$ cat src/rtl/muldiv_pkg.sv
// Shared definitions for the HI/LO multiply/divide unit.
//   N      : operand and HI/LO width; the unit iterates N times per op
//   CNT_W  : width of the iteration counter (log2(N)+1)
//   op_t   : 3-bit op encoding driven by the controller (11x reserved)
//   state_t: sequencer states
//   neg_n / abs_n: two's-complement negate and magnitude on N-bit values
package muldiv_pkg;

    localparam int N     = 32;
    localparam int CNT_W = $clog2(N) + 1;

    typedef enum logic [2:0] {
        OP_MULT  = 3'b000,
        OP_MULTU = 3'b001,
        OP_DIV   = 3'b010,
        OP_DIVU  = 3'b011,
        OP_MTHI  = 3'b100,
        OP_MTLO  = 3'b101
    } op_t;

    typedef enum logic [1:0] {
        IDLE   = 2'd0,
        RUN    = 2'd1,
        FINISH = 2'd2
    } state_t;

    function automatic logic [N-1:0] neg_n(input logic [N-1:0] x);
        return ~x + N'(1);
    endfunction

    function automatic logic [N-1:0] abs_n(input logic [N-1:0] x);
        return x[N-1] ? neg_n(x) : x;
    endfunction

endpackage

$ cat src/rtl/muldiv_hilo_if.sv
// Controller <-> multiply/divide unit connection.
//   start : op request, sampled on the rising edge
//   op    : op_t encoding (raw 3 bits so reserved codes can be carried)
//   a, b  : rs / rt operands
//   busy  : arithmetic op in flight
//   done  : one-cycle pulse after HI/LO were written by an arithmetic op
//   hi, lo: architectural HI/LO registers (MFHI/MFLO read these directly)
// Handshake: a request is taken on any rising edge where start=1 and busy=0;
// nothing is queued, so start while busy=1 is simply dropped.
interface muldiv_hilo_if;
    import muldiv_pkg::*;

    logic         start;
    logic [2:0]   op;
    logic [N-1:0] a;
    logic [N-1:0] b;
    logic         busy;
    logic         done;
    logic [N-1:0] hi;
    logic [N-1:0] lo;

    modport master (output start, op, a, b, input busy, done, hi, lo);
    modport slave  (input start, op, a, b, output busy, done, hi, lo);

endinterface

$ cat src/rtl/muldiv_hilo.sv
// Iterative MULT/MULTU/DIV/DIVU unit owning the HI/LO register pair.
//   clock     : rising-edge clock
//   reset     : asynchronous active-low reset, aborts any op in flight
//   bus       : slave side of muldiv_hilo_if (start/op/a/b in, busy/done/hi/lo out)
//   fsm_state : current sequencer state
// An accepted op spends N cycles in RUN (one shift-add or shift-subtract per
// edge) and one cycle in FINISH, where signs are restored and HI/LO written.
module muldiv_hilo
    import muldiv_pkg::*;
(
    input  logic         clock,
    input  logic         reset,
    muldiv_hilo_if.slave bus,
    output state_t       fsm_state
);

    localparam int W2 = 2 * N;

    state_t           state, state_next;
    logic [W2-1:0]    acc;       // mul: {partial product, multiplier}; div: {remainder, dividend/quotient}
    logic [N-1:0]     dvsr;      // mul: multiplicand; div: divisor (both as magnitudes)
    logic [CNT_W-1:0] cnt;
    logic             is_div;
    logic             neg_res;   // negate product / quotient at FINISH
    logic             neg_rem;   // negate remainder at FINISH
    logic             div_zero;
    logic             done_q;
    logic [N-1:0]     hi_q, lo_q;

    logic             accept;
    logic             last_iter;
    logic             signed_op;
    logic [N-1:0]     a_mag, b_mag;
    logic [N:0]       mul_sum, div_tmp, div_diff;
    logic [W2-1:0]    acc_step;
    logic [W2-1:0]    prod;
    logic [N-1:0]     quo, rem;

    assign accept    = (state == IDLE) && bus.start && (bus.op[2] == 1'b0);
    assign last_iter = (cnt == CNT_W'(N - 1));
    assign signed_op = ~bus.op[0];
    assign a_mag     = signed_op ? abs_n(bus.a) : bus.a;
    assign b_mag     = signed_op ? abs_n(bus.b) : bus.b;

    always_ff @(posedge clock or negedge reset) begin
        if (!reset) state <= IDLE;
        else        state <= state_next;
    end

    always_comb begin
        state_next = state;
        case (state)
            IDLE:    if (accept) state_next = RUN;
            RUN:     if (last_iter) state_next = FINISH;
            FINISH:  state_next = IDLE;
            default: state_next = IDLE;
        endcase
    end

    // One iteration. Multiply adds the multiplicand when the current
    // multiplier bit (acc[0]) is set, then shifts right with the carry.
    // Divide shifts the next dividend bit into the remainder and keeps the
    // subtraction only when it does not go negative (bit N of the diff).
    always_comb begin
        mul_sum  = {1'b0, acc[W2-1:N]} + {1'b0, (acc[0] ? dvsr : {N{1'b0}})};
        div_tmp  = {acc[W2-1:N], acc[N-1]};
        div_diff = div_tmp - {1'b0, dvsr};
        if (is_div) begin
            if (!div_diff[N]) acc_step = {div_diff[N-1:0], acc[N-2:0], 1'b1};
            else              acc_step = {div_tmp[N-1:0], acc[N-2:0], 1'b0};
        end else begin
            acc_step = {mul_sum, acc[N-1:1]};
        end
    end

    // Sign restoration. The remainder path also covers divide by zero: the
    // remainder ends up as |a| and neg_rem turns it back into a.
    always_comb begin
        prod = neg_res ? (~acc + W2'(1)) : acc;
        quo  = div_zero ? {N{1'b1}} : (neg_res ? neg_n(acc[N-1:0]) : acc[N-1:0]);
        rem  = neg_rem ? neg_n(acc[W2-1:N]) : acc[W2-1:N];
    end

    always_ff @(posedge clock or negedge reset) begin
        if (!reset) begin
            acc      <= '0;
            dvsr     <= '0;
            cnt      <= '0;
            is_div   <= 1'b0;
            neg_res  <= 1'b0;
            neg_rem  <= 1'b0;
            div_zero <= 1'b0;
            done_q   <= 1'b0;
            hi_q     <= '0;
            lo_q     <= '0;
        end else begin
            done_q <= 1'b0;
            case (state)
                IDLE: begin
                    if (accept) begin
                        acc      <= {{N{1'b0}}, (bus.op[1] ? a_mag : b_mag)};
                        dvsr     <= bus.op[1] ? b_mag : a_mag;
                        is_div   <= bus.op[1];
                        neg_res  <= signed_op & (bus.a[N-1] ^ bus.b[N-1]);
                        neg_rem  <= signed_op & bus.a[N-1];
                        div_zero <= (bus.b == '0);
                        cnt      <= '0;
                    end else if (bus.start && bus.op == OP_MTHI) begin
                        hi_q <= bus.a;
                    end else if (bus.start && bus.op == OP_MTLO) begin
                        lo_q <= bus.a;
                    end
                end
                RUN: begin
                    acc <= acc_step;
                    cnt <= cnt + CNT_W'(1);
                end
                FINISH: begin
                    if (is_div) begin
                        hi_q <= rem;
                        lo_q <= quo;
                    end else begin
                        hi_q <= prod[W2-1:N];
                        lo_q <= prod[N-1:0];
                    end
                    done_q <= 1'b1;
                end
                default: ;
            endcase
        end
    end

    assign bus.busy  = (state != IDLE);
    assign bus.done  = done_q;
    assign bus.hi    = hi_q;
    assign bus.lo    = lo_q;
    assign fsm_state = state;

endmodule
$ cat src/flat_wrapper.sv
// flat-port wrapper written by rule: the top's interface ports become plain ports
module muldiv_hilo_flat import muldiv_pkg::*;
  (clock, reset, fsm_state, bus_start, bus_op, bus_a, bus_b, bus_busy, bus_done, bus_hi, bus_lo);
  muldiv_hilo_if bus_i ();
  input  logic clock;
  input  logic reset;
  output state_t fsm_state;
  input wire logic [$bits(bus_i.start)-1:0] bus_start;
  input wire logic [$bits(bus_i.op)-1:0] bus_op;
  input wire logic [$bits(bus_i.a)-1:0] bus_a;
  input wire logic [$bits(bus_i.b)-1:0] bus_b;
  output wire logic [$bits(bus_i.busy)-1:0] bus_busy;
  output wire logic [$bits(bus_i.done)-1:0] bus_done;
  output wire logic [$bits(bus_i.hi)-1:0] bus_hi;
  output wire logic [$bits(bus_i.lo)-1:0] bus_lo;
  assign bus_i.start = bus_start;
  assign bus_i.op = bus_op;
  assign bus_i.a = bus_a;
  assign bus_i.b = bus_b;
  assign bus_busy = bus_i.busy;
  assign bus_done = bus_i.done;
  assign bus_hi = bus_i.hi;
  assign bus_lo = bus_i.lo;
  muldiv_hilo u_core (.clock(clock), .reset(reset), .bus(bus_i), .fsm_state(fsm_state));
endmodule
$ cat config.mk
export PLATFORM = sky130hd
export DESIGN_NAME = muldiv_hilo_flat
export DESIGN_NICKNAME = d
export VERILOG_FILES = /design/src/rtl/muldiv_pkg.sv /design/src/rtl/muldiv_hilo_if.sv /design/src/rtl/muldiv_hilo.sv /design/src/flat_wrapper.sv
export SDC_FILE = /design/constraint.sdc
export NUM_CORES = 1
export LEC_CHECK = 0
export CAP_MARGIN = 30
export CORE_MARGIN = 5
export CORE_UTILIZATION = 35
export DETAILED_ROUTE_END_ITERATION = 8
export GPL_ROUTABILITY_DRIVEN = 0
export PLACE_DENSITY = 0.65
export SLEW_MARGIN = 20
export SYNTH_ARGS = -nofsm -noshare
export SYNTH_HDL_FRONTEND = slang
export SYNTH_SLANG_ARGS = --single-unit
$ cat constraint.sdc
create_clock -name clock -period 4.3 [get_ports clock]
set_input_delay 0.43 -clock clock [delete_from_list [all_inputs] [get_ports clock]]
set_output_delay 0.43 -clock clock [all_outputs]
set_load 0.05 [all_outputs]
## After elaboration in Yosys (flattened, before gate mapping)

Cells that the tools add are included.

| word-level totals | value |
|---|---|
| register bits after elaboration | 173 |
| input port bits | 70 |
| output and inout port bits | 68 |
| word-level logic and storage cells | 84 |

| cells by class | value |
|---|---|
| add/sub/neg operators | 8 |
| eq/ne operators | 11 |
| mux-type cells | 30 |
| bitwise operators | 10 |
| reductions and logical operators | 14 |

Operator list:

| cell | number |
|---|---|
| $mux 32 | 17 |
| $mux 64 | 4 |
| $add 32x1->32 const B | 4 |
| $not 32->32 | 4 |
| $pmux 32 s2 | 2 |
| $pmux 64 s2 | 1 |
| $add 64x1->64 const B | 1 |
| $not 64->64 | 1 |
| $add 32x32->33 | 1 |
| $sub 33x32->33 | 1 |
| $logic_not 32->1 | 1 |
| $pmux 6 s2 | 1 |
| $ne 2x2->1 const B | 4 |
| $add 6x1->6 const B | 1 |
| $eq 3x3->1 const B | 2 |
| $eq 6x5->1 const B | 1 |
| $mux 6 | 1 |
| $reduce_and 2->1 | 3 |
| $reduce_bool 2->1 | 3 |
| $logic_and 1x1->1 | 4 |
| $mux 2 | 2 |
| $ne 2x1->1 const B | 2 |
| $pmux 2 s2 | 1 |
| $reduce_and 4->1 | 1 |
| other kinds (8) | 10 |

## Longest topological paths before layout

Gate-level depths: netlist of run 1.

| depth | value |
|---|---|
| depth after elaboration | 7 |
| mapped depth | 15 |
| depth with buffers taken out | 14 |

## Worst setup path before layout of run 1

No wires, ideal clock.

| timing path | value |
|---|---|
| path kind | reg2reg |
| start | reg u_core.acc[31] |
| end | reg u_core.acc[56] |
| library setup time | 0.135 ns |
| data arrival time | 3.303 ns |
| data required time | 4.165 ns |
| path slack | 0.862 ns |
| stages on the path, launching flop included | 16 |
| buffers on the path | 2 |
| period minus slack after synthesis | 3.438 ns |
| path through | dfrtp_1 -> inv_1 -> ha_1 -> fa_1 -> nand2b_1 -> a21oi_1 -> o41ai_1 -> o211a_1 -> o21ba_2 -> o21a_1 -> o2bb2ai_1 -> buf_2 -> clkbuf_1 -> nand2_1 -> o211ai_1 -> o211ai_1 |

| between the ends | value |
|---|---|
| cells in the longest elaborated chain, start to end | 4 |

RTL lines:

| what | line | RTL |
|---|---|---|
| start, declared | muldiv_hilo.sv:20 | `logic [W2-1:0] acc;` |
| start signal, assigned | muldiv_hilo.sv:101 | `acc <= {{N{1'b0}}, (bus.op[1] ? a_mag : b_mag)};` |
| start signal, assigned | muldiv_hilo.sv:115 | `acc <= acc_step;` |
| $sub 33x32->33 | muldiv_hilo.sv:67 | `div_diff = div_tmp - {1'b0, dvsr};` |
| $mux 64 | muldiv_hilo.sv:69 | `if (!div_diff[N]) acc_step = {div_diff[N-1:0], acc[N-2:0], 1'b1};` |
| $mux 64 | muldiv_hilo.sv:68 | `if (is_div) begin` |
| $pmux 64 s2 | muldiv_hilo.sv:98 | `case (state)` |

No other way between the ends.
A chain may end at the register's enable or synchronous reset.

## Final worst setup path of run 1

| timing path | value |
|---|---|
| start | reg u_core.acc[4] |
| end | reg u_core.hi_q[25], in the netlist u_core.bus.hi[25] |

| between the ends | value |
|---|---|
| cells in the longest elaborated chain, start to end | 5 |

RTL lines:

| what | line | RTL |
|---|---|---|
| $not 64->64 | muldiv_hilo.sv:79 | `prod = neg_res ? (~acc + W2'(1)) : acc;` |
| $add 64x1->64 | muldiv_hilo.sv:79 |  |
| $mux 64 | muldiv_hilo.sv:79 |  |
| $mux 32 | muldiv_hilo.sv:119 | `if (is_div) begin` |
| $pmux 32 s2 | muldiv_hilo.sv:98 |  |
| end signal, assigned | muldiv_hilo.sv:109 | `hi_q <= bus.a;` |
| end signal, assigned | muldiv_hilo.sv:120 | `hi_q <= rem;` |
| end signal, assigned | muldiv_hilo.sv:123 | `hi_q <= prod[W2-1:N];` |
| end, declared | muldiv_hilo.sv:28 | `logic [N-1:0] hi_q, lo_q;` |

No other way between the ends.

==> impl_metrics.py, run 1 <==
metrics = {
    "worst_setup_path": {
        "cp.depth": 10,
        "path_cells": "or4_4 > or4_1 > or3_1 > or2_2 > o41ai_2 > and3b_1 > a21o_1 > a21oi_1 > xnor2_1 > a21oi_1",
        "required_ns": 4.58,
        "cp_slowest_stage_delay_ns": 0.58,
        "worstPathMaxFanout": 7,
        "cp_num_buf_inv": 0,
        "start_kind": "flop",
        "rr_worst_depth": 10,
        "slowest_stage": "or4_4",
        "critical_path_arrival_ns": 4.15,
        "path_delay_family": "simple AND/OR/NAND/NOR gates",
        "cpMostUsedCell": "a21oi_1",
        "worstSetupPathType": "reg -> reg",
        "end_kind": "flop",
    },
    "synth": {
        "synth.largest_area_cell": "dfrtp_1",
        "synth_area_leaders": "dfrtp_1 (29%), o21ai_0 (7.5%), ha_1 (5.9%), xnor2_1 (5.7%), nand2_1 (5.7%)",
        "netlist_area_sq_mm": 0.0147,
        "avgSynthCellArea_sq_um": 7.89,
        "ys_ff_latch": 173,
        "ys_types": 68,
        "dominantRegCellSynth": "dfrtp_1",
        "synth_top_area_share_pct": 29.4,
        "synthArstFlopShare_pct": 100,
        "ys_seq_area_share_pct": 29.4,
        "ys_warn_count": 0,
        "synthCells": 1867,
        "synth_edf_count": 0,
        "syn_nets": 2008,
    },
    "drt": {
        "wl_per_cell_microns": 19.8,
        "drtIter0Drc": 1272,
        "firstDrtPassIters": 5,
        "vias_per_cell": 5.80,
        "vias": 14500,
        "ant_nets": 0,
        "routed_wl_mm": 49.3,
        "drc": 0,
    },
    "placed_design": {
        "io_buffers": 137,
        "dpl.cell_count": 2460,
        "hpwl_mm": 37.6,
    },
    "power_and_ir_drop": {
        "power.leakage_nw": 6.93,
        "ir_worst_vdd_mv": 0.395,
        "powerDensity_mw_per_mm2": 772,
        "power_mw": 13.3,
    },
    "status": {
        "outcome": "complete, no violations",
    },
    "clock_network": {
        "cts_buffers": 17,
        "clkLatencyLatePin_ns": 0.45,
        "clockRootBuffer": "clkbuf_16",
        "post-cts-setup-buffers": 0,
        "cts.sinks": 173,
        "cts_tree": "done",
        "cts_buffer_depth": 2,
        "postCtsHoldBufs": 0,
        "cts.reportedPaths.clkPinSlew_ns": 0.07,
        "cts_resized": 0,
        "htree_levels": 4,
    },
    "sta": {
        "slew_headroom_pct": 36.5,
        "hold_viol_final": 0,
        "whs_ns": 0.0382,
        "fin_tns_setup_ns": 0,
        "min_period_ns": 3.87,
        "maxSlewViolCount": 0,
        "fmax_mhz": 258,
        "tightest_slew_ns": 0.952,
        "rsz0062_at_grt": "no",
        "period_share_pct": 90.0,
        "skew_ns": 0.00879,
        "setup_viol": 0,
    },
    "final_layout": {
        "finalNonFillerCells": 2494,
        "diodes": 0,
        "syn_to_final_growth_pct": 17.1,
        "nNetsFinal": 2083,
        "drive_gt1_share_pct": 5.42,
    },
    "floorplanning": {
        "dieArea_sq_mm": 0.0463,
        "initial_core_util_pct": 35.3,
        "die-height_microns": 215,
        "rows": 75,
        "io_pins": 138,
        "coreArea_sq_mm": 0.0418,
        "die_w_microns": 215,
    },
    "grt": {
        "first_global_vias": 13700,
        "grt_antenna_before_repair": 0,
        "track_usage_pct": 20.6,
        "grt_max_degree": 99,
        "grt_pass1_wl_mm": 77.8,
        "overflow": 0,
    },
    "min_path": {
        "holdCritPathClass": "in -> async",
    },
    "flow_run": {
        "maxCapViolations": 0,
    },
}
[cell type report]
cell class	instances	area, sq um
Fill cell	4146	24500
Multi-Input combinational cell	1517	9770
Clock inverter	13	118
Timing Repair Buffer	175	1700
Clock buffer	19	443
Sequential cell	173	4330
Inverter	58	218
Tap cell	539	674
[where the power goes]
part	internal (mW)	switching, mW
clock network	0.814	0.704
logic	3.40	5.10
registers	2.33	0.973
total	6.55	6.78
[final timing paths]
check / end / slack, ns / from
max: u_core.bus.hi[25]$_DFFE_PN0P_ / 0.43 / u_core.acc[4]$_DFFE_PN0P_
min: u_core.bus.lo[9]$_DFFE_PN0P_ / 0.04 / reset
max reg2reg: u_core.bus.hi[25]$_DFFE_PN0P_ / 0.43 / u_core.acc[4]$_DFFE_PN0P_
min reg2reg: u_core.bus.lo[29]$_DFFE_PN0P_ / 0.48 / u_core.bus.lo[29]$_DFFE_PN0P_
max in group asynchronous: u_core.is_div$_DFFE_PN0P_ / 3.28 / reset
min in group clock: u_core.bus.lo[29]$_DFFE_PN0P_ / 0.48 / u_core.bus.lo[29]$_DFFE_PN0P_
[placed cells by master (no fill, tap or decap), drive strengths merged, types with 4 or more instances in the layout]
cell,n
a211oi,40
a21o,31
a21oi,134
a22oi,24
a31o,4
a31oi,22
a41oi,4
and2,9
and3,7
buf,40
clkbuf,19
clkdlybuf4s50,135
clkinv,7
clkinvlp,4
dfrtp,173
ha,69
inv,59
mux2,6
mux2i,81
nand2,223
nand2b,27
nand3,26
nand4,5
nor2,138
nor2b,20
nor3,30
nor4,15
o211ai,38
o21a,10
o21ai,227
o21bai,5
o221ai,6
o22ai,30
o31ai,28
o41ai,16
or2,4
or3,25
or4,16
xnor2,96
xor2,67
[metal layers]
metal	global-route usage [%]	share of wire [%]	vias up
met2	33.8	46	591
met5	0	0	-
met4	7.79	3.4	0
met1	28.0	43	6867
li1	-	-	6922
met3	2.36	6.8	91
[synth_stat cells, types with 6 or more instances]
library cell  instances
nor4_1               15
o21a_1               10
a21o_1               31
a21oi_1             133
o41ai_1              13
mux2i_1              81
clkbuf_1            100
xor2_1               67
o22ai_1              30
and3_1                7
a31oi_1              22
inv_1                57
or3_1                22
o21ai_0             220
a211oi_1             40
o31ai_1              28
a22oi_1              24
nand2b_1             27
xnor2_1              96
dfrtp_1             173
buf_1                11
or4_1                14
and2_1                9
mux2_2                6
nand3_1              26
o211ai_1             38
nor2b_1              20
nand2_1             223
buf_2                 6
o221ai_1              6
ha_1                 69
nor2_1              138
o21ai_1               6
nor3_1               30
[metrics by stage]
step / util [%] / cell area, sq um / setup slack [ns]
final: 41.3 / 17300 / 0.431
after global routing: 41.3 / 17300 / 0.203
after CTS: 41.2 / 17200 / 0.471
after detailed placement: 39.9 / 16700 / 0.352
after global placement: 39.9 / 16700 / 0.360
after floorplan: - / 14700 / 0.862
[worst register-to-register path: stages, from the launching register on]
cell	delay [ns]
dfrtp_1	0.47
or4_4	0.58
or4_1	0.58
or3_1	0.48
or2_2	0.34
o41ai_2	0.41
and3b_1	0.30
a21o_1	0.16
a21oi_1	0.12
xnor2_1	0.19
a21oi_1	0.09
[cells by family after synthesis]
kind of cell             share of synthesized area [%]
AO/OA/AOI/OAI                                     27.0
XOR/XNOR                                          9.69
adder cells (fa/ha/maj)                           6.13
buffers and inverters                             4.64
flip-flops                                        29.4
multiplexers                                      5.96
AND/OR/NAND/NOR                                   17.2
[sequential cells by signal, indices dropped and copies added, names as in the netlist]
| signal | count |
|---|---|
| u_core.is_div | 1 |
| u_core.div_zero | 1 |
| u_core.bus.lo | 32 |
| u_core.acc | 64 |
| u_core.dvsr | 32 |
| u_core.neg_rem | 1 |
| u_core.cnt | 6 |
| u_core.neg_res | 1 |
| u_core.bus.done | 1 |
| u_core.fsm_state | 2 |
| u_core.bus.hi | 32 |
(Power assumes the default switching activity.)
==> run 2: changes to the inputs <==
--- a/config.mk
+++ b/config.mk
@@ -10,6 +10,7 @@
 export CORE_UTILIZATION = 35
 export DETAILED_ROUTE_END_ITERATION = 8
 export GPL_ROUTABILITY_DRIVEN = 0
+export HOLD_SLACK_MARGIN = 0.06
 export PLACE_DENSITY = 0.65
 export SLEW_MARGIN = 20
 export SYNTH_ARGS = -nofsm -noshare
==> results of run 2 <==
No change in the layout: final DEF, timing and power equal those of run 1.
